File: src/rtl/div_ctrl_pkg.sv
// Shared state codes and default sizing for the EX-stage divider sequencer.
package div_ctrl_pkg;

    localparam int DIV_DATA_W  = 32;
    localparam int DIV_TIMEOUT = 40;  // must exceed the divider's worst-case latency
    localparam int DIV_CNT_W   = 6;   // 2**DIV_CNT_W > DIV_TIMEOUT

    typedef enum logic [1:0] {
        DIV_IDLE = 2'd0,
        DIV_BUSY = 2'd1,
        DIV_DONE = 2'd2
    } div_state_e;

endpackage

File: src/rtl/div_ctrl.sv
// Divider sequencer: latches DIV/DIVU operands, runs the start/cancel handshake
// with the iterative divider, stalls EX while it works, and retires the
// {remainder, quotient} pair as a single-cycle HILO write. Covers flush,
// divide-by-zero and a watchdog abort.
module div_ctrl
    import div_ctrl_pkg::*;
#(
    parameter int DATA_W  = DIV_DATA_W,
    parameter int TIMEOUT = DIV_TIMEOUT,
    parameter int CNT_W   = DIV_CNT_W
) (
    input  logic                clk,
    input  logic                rst,
    input  logic                flushE,
    input  logic                div_req,
    input  logic                signed_i,
    input  logic [DATA_W-1:0]   a,
    input  logic [DATA_W-1:0]   b,
    input  logic                div_ready,
    input  logic [2*DATA_W-1:0] div_result,
    output logic                div_start,
    output logic                div_signed,
    output logic [DATA_W-1:0]   div_opa,
    output logic [DATA_W-1:0]   div_opb,
    output logic                div_cancel,
    output logic                div_stall,
    output logic                hilo_we,
    output logic [2*DATA_W-1:0] hilo_wdata,
    output logic                div_err
);

    localparam logic [CNT_W-1:0] CNT_LAST = CNT_W'(TIMEOUT - 1);

    div_state_e          state_q, state_d;
    logic                sgn_q, sgn_d;
    logic [DATA_W-1:0]   opa_d, opb_d;
    logic [2*DATA_W-1:0] wdata_d;
    logic [CNT_W-1:0]    cnt_q;

    // Next-state, operand capture, result capture and the single-cycle strobes.
    always_comb begin
        // NOTE: every signal gets a default before the case so no path leaves one unassigned (no latches).
        state_d    = state_q;
        sgn_d      = sgn_q;
        opa_d      = div_opa;
        opb_d      = div_opb;
        wdata_d    = hilo_wdata;
        div_cancel = 1'b0;
        div_err    = 1'b0;
        hilo_we    = 1'b0;
        case (state_q)
            DIV_IDLE: begin
                if (div_req && !flushE) begin
                    opa_d = a;
                    opb_d = b;
                    sgn_d = signed_i;
                    if (b != '0) begin
                        state_d = DIV_BUSY;
                    end else begin
                        // Divide-by-zero bypasses the divider: hi=dividend, lo=all ones.
                        state_d = DIV_DONE;
                        wdata_d = {a, {DATA_W{1'b1}}};
                    end
                end
            end
            DIV_BUSY: begin
                if (flushE) begin
                    div_cancel = 1'b1;
                    state_d    = DIV_IDLE;
                end else if (div_ready) begin
                    wdata_d = div_result;
                    state_d = DIV_DONE;
                end else if (cnt_q == CNT_LAST) begin
                    div_cancel = 1'b1;
                    div_err    = 1'b1;
                    state_d    = DIV_IDLE;
                end
            end
            DIV_DONE: begin
                // div_req is ignored here so the retiring instruction cannot re-issue.
                hilo_we = !flushE;
                state_d = DIV_IDLE;
            end
            default: state_d = DIV_IDLE;
        endcase
    end

    // Stall covers the accepting IDLE cycle and all of BUSY; held low while in reset.
    assign div_stall = rst && (((state_q == DIV_IDLE) && div_req && !flushE) ||
                               (state_q == DIV_BUSY));

    // State, latched operands, result register and the registered divider controls.
    always_ff @(posedge clk or negedge rst) begin
        if (!rst) begin
            state_q    <= DIV_IDLE;
            sgn_q      <= 1'b0;
            div_opa    <= '0;
            div_opb    <= '0;
            hilo_wdata <= '0;
            div_start  <= 1'b0;
            div_signed <= 1'b0;
        end else begin
            // NOTE: sequential state uses non-blocking assignments so all registers update together.
            state_q    <= state_d;
            sgn_q      <= sgn_d;
            div_opa    <= opa_d;
            div_opb    <= opb_d;
            hilo_wdata <= wdata_d;
            div_start  <= (state_d == DIV_BUSY);
            div_signed <= (state_d == DIV_BUSY) && sgn_d;
        end
    end

    // Watchdog: zero outside BUSY, so it restarts from zero on every BUSY entry.
    always_ff @(posedge clk or negedge rst) begin
        if (!rst) begin
            cnt_q <= '0;
        end else if (state_q == DIV_BUSY) begin
            cnt_q <= cnt_q + CNT_W'(1);
        end else begin
            cnt_q <= '0;
        end
    end

endmodule

File: config.mk
export PLATFORM = sky130hd
export DESIGN_NAME = div_ctrl
export DESIGN_NICKNAME = d
export VERILOG_FILES = /design/src/rtl/div_ctrl_pkg.sv /design/src/rtl/div_ctrl.sv
export SDC_FILE = /design/constraint.sdc
export NUM_CORES = 1
export LEC_CHECK = 0
export CORE_ASPECT_RATIO = 2
export CORE_MARGIN = 4
export CORE_UTILIZATION = 46
export CTS_BUF_LIST = sky130_fd_sc_hd__clkbuf_4
export CTS_CLUSTER_SIZE = 16
export DETAILED_ROUTE_END_ITERATION = 6
export GPL_ROUTABILITY_DRIVEN = 1
export PLACE_DENSITY = 0.88
export SYNTH_ARGS = -nofsm -noshare
export SYNTH_HDL_FRONTEND = slang
export SYNTH_SLANG_ARGS = --single-unit
File: constraint.sdc
create_clock -name clk -period 4.4 [get_ports clk]
set_input_delay 0.66 -clock clk [delete_from_list [all_inputs] [get_ports clk]]
set_output_delay 0.66 -clock clk [all_outputs]
set_load 0.05 [all_outputs]
==> impl_metrics.env <==
export IMPL_stdcell_count=936
export IMPL_dp_hpwl_mm=13.7
export IMPL_synth_top_cell_by_area="dfrtp_1"
export IMPL_synthAdderAreaFrac=0.00214
export IMPL_power_density_nw_per_um2=571
export IMPL_grt_usage=0.244
export IMPL_grt_pass1_vias=5386
export IMPL_vias_per_cell=5.29
export IMPL_dp_cells=902
export IMPL_syn_to_final_growth_pct=53.2
export IMPL_relSlewSlack=0.366
export IMPL_power_leakage_nw=3.63
export IMPL_crit_required_ns=3.74
export IMPL_min_path_type="reg -> reg"
export IMPL_r2r_end="hilo_wdata[57]"
export IMPL_ys_seq_area_frac=0.594
export IMPL_fin_crit_ns=3.32
export IMPL_cts_made_buffers=17
export IMPL_post_place_ws_ns=0.955
export IMPL_die_h_um=168
export IMPL_worst_path_max_delay_cell="clkdlybuf4s50_1"
export IMPL_gp_congestion=0.833
export IMPL_synthCells=510
export IMPL_power_total_mw=5.12
export IMPL_ys_ff_latch=139
export IMPL_rows=58
export IMPL_arrival_ns=2.66
export IMPL_antenna_found_initial=1
export IMPL_finalMaxSlewViolations=0
export IMPL_hold_buffers=1
export IMPL_hold_viol_final=0
export IMPL_core_region_area_sq_um=12600
export IMPL_maxCapViolCount=0
export IMPL_multi_input_area_sq_um=2200
export IMPL_worstMarginPinSlew_ns=0.951
export IMPL_syn_nets=645
export IMPL_grt_max_degree=65
export IMPL_cts_htree_levels=4
export IMPL_final_setup_tns_ns=0
export IMPL_fin_crit_sh=0.754
export IMPL_netlist_area_sq_um=5850
export IMPL_n_fill_cell=877
export IMPL_reg2reg_from="state_q[0]"
export IMPL_cts_sinks=139
export IMPL_worst_slack_ns=1.08
export IMPL_final_cell_area_sq_um=8970
export IMPL_postRouteAntennaNets=0
export IMPL_numPortBuffers=267
export IMPL_endpoint="div_stall"
export IMPL_overflow=0
export IMPL_drive_gt1_frac=0.140
export IMPL_first_pass_iters=5
export IMPL_cp_cell_sequence="dlygate4sd3_1, buf_6, nand2b_1, a21oi_1, clkdlybuf4s50_1"
export IMPL_final_nets=907
export IMPL_reg2reg_depth=4
export IMPL_cts_root_buf="clkbuf_4"
export IMPL_slowest_delay_ns=0.85
export IMPL_io_pins=268
export IMPL_cts_repair_resized=0
export IMPL_path_class="in -> out"
export IMPL_place_area_sq_um=8610
export IMPL_ir_worst_vdd_mv=0.333
export IMPL_cp_top_family="buffers and inverters"
export IMPL_clock_latency_ns=0.52
export IMPL_drc=0
export IMPL_fin_worst_skew_ns=0.0214
export IMPL_cp_max_fo=37
export IMPL_synth_xor_area_frac=0.00598
export IMPL_regArea_sq_um=3480
export IMPL_synth_top_area_share=0.594
export IMPL_rrSetupSlack_ns=1.92
export IMPL_final_cell_mix="clkdlybuf4s50_1, dfrtp_1, nor2_1"
export IMPL_muxShareOfSynthArea=0.120
export IMPL_status="finished clean"
export IMPL_worst_setup_path_start_kind="input pin"
export IMPL_cts_buffer_depth=2
export IMPL_crit_start="rst"
export IMPL_ys_warn_count=0
export IMPL_synth_avg_cell_area_sq_um=11.5
export IMPL_layout_commonest_cell="clkdlybuf4s50_1"
export IMPL_crit_cells=5
export IMPL_cts_tree="built"
export IMPL_rsz0062_at_grt="no"
export IMPL_finalSetupViolations=0
export IMPL_synth_top_family_by_area="compound AO/OA/AOI/OAI gates"
export IMPL_max_freq_ghz=0.301
export IMPL_synth_simple_gate_area_frac=0.118
export IMPL_grt_pass1_wl_mm=27.2
export IMPL_clk_pin_slew_ns=0.12
export IMPL_synth_compound_area_frac=0.127
export IMPL_post_cts_buffers=0
export IMPL_vias=4955
export IMPL_crit_buf_inv=3
export IMPL_die_width_um=87.8
export IMPL_initial_core_util=0.466
export IMPL_synth_area_top_cells="dfrtp_1, nor2_1, mux2_2, a22oi_2, a21oi_1"
export IMPL_drt_iter0_drc=172
export IMPL_die_area_sq_um=14700
export IMPL_routedWlPerCell_um=18.8
export IMPL_wl_mm=17.6
export IMPL_yosysUniqueCellTypes=31
export IMPL_critPathCaptureType="output port"
==> worst min-delay path by stage <==
stage                     slack (ns)     start  depth (start not counted)  endpoint
after floorplan                 0.36       rst                          0  cnt_q[0]
after global placement          0.45  cnt_q[0]                          1  cnt_q[0]
after detailed placement        0.47  cnt_q[0]                          1  cnt_q[0]
after CTS                       0.49  cnt_q[0]                          1  cnt_q[0]
after global routing            0.52  cnt_q[0]                          1  cnt_q[0]
final                           0.49  cnt_q[0]                          1  cnt_q[0]
==> layer usage <==
metal / track usage / part of all wire / vias to the layer above
met5: 0 / 0 / -
met4: 0.139 / 0.051 / 0
met3: 0.0724 / 0.070 / 53
met2: 0.441 / 0.56 / 219
met1: 0.237 / 0.32 / 2401
li1: - / - / 2282
==> synthesized netlist by cell type <==
library cell  count
a21oi_1          64
buf_1             3
o31ai_4           1
and2_1            1
a22oi_2          28
nand2b_1          2
a22oi_1           4
mux2_2           34
nand2b_4          1
or3_1             2
ha_1              1
inv_1             1
o21a_1            1
nor3_1            2
nand4_1           3
buf_6             7
clkbuf_1         17
xor2_1            2
o21ai_0           1
a21boi_0          1
mux2i_1          32
nand3b_1          1
nor4_1            8
nand2_1           4
nor2_1          135
xnor2_1           2
dfrtp_1         139
nand3_1           2
nor3b_1           2
buf_2             7
nor2b_1           2
==> power by group <==
group | switching, mW | internal, mW | total (mW)
clock network | 0.482 | 0.472 | 0.954
logic | 1.55 | 0.869 | 2.42
registers | 0.172 | 1.58 | 1.75
==> registers in the layout, indices dropped and copies added (netlist names) <==
name and cells:
div_signed 1, div_opa 32, div_opb 32, sgn_q 1, cnt_q 6, state_q 2, hilo_wdata 64, div_start 1
==> stage by stage <==
stage	utilization	hold WS, ns
after global routing	0.714	0.522
after floorplan	-	0.364
after global placement	0.686	0.453
after CTS	0.714	0.491
after detailed placement	0.686	0.474
final	0.714	0.488
==> final cells by class <==
class | count | share of cell area
sequential | 139 | 0.388
inverter | 1 | 0.000419
clock inverter | 14 | 0.0232
antenna | 1 | 0.000279
clock buffer | 18 | 0.0151
tap | 150 | 0.0209
timing repair buffer | 277 | 0.307
multi-input combinational | 336 | 0.246
==> kinds of logic (layout without fill, tap and decap cells) <==
logic type	Yosys count	in the layout
other	0	1
and+or+nand+nor	165	165
adders and majority gates	1	1
AOI/OAI and AO/OA	100	100
DFF	139	139
xor gates and xnor gates	4	4
buffers and inverters	35	310
muxes	66	66
Note: power is estimated with default switching activity, not from simulation.
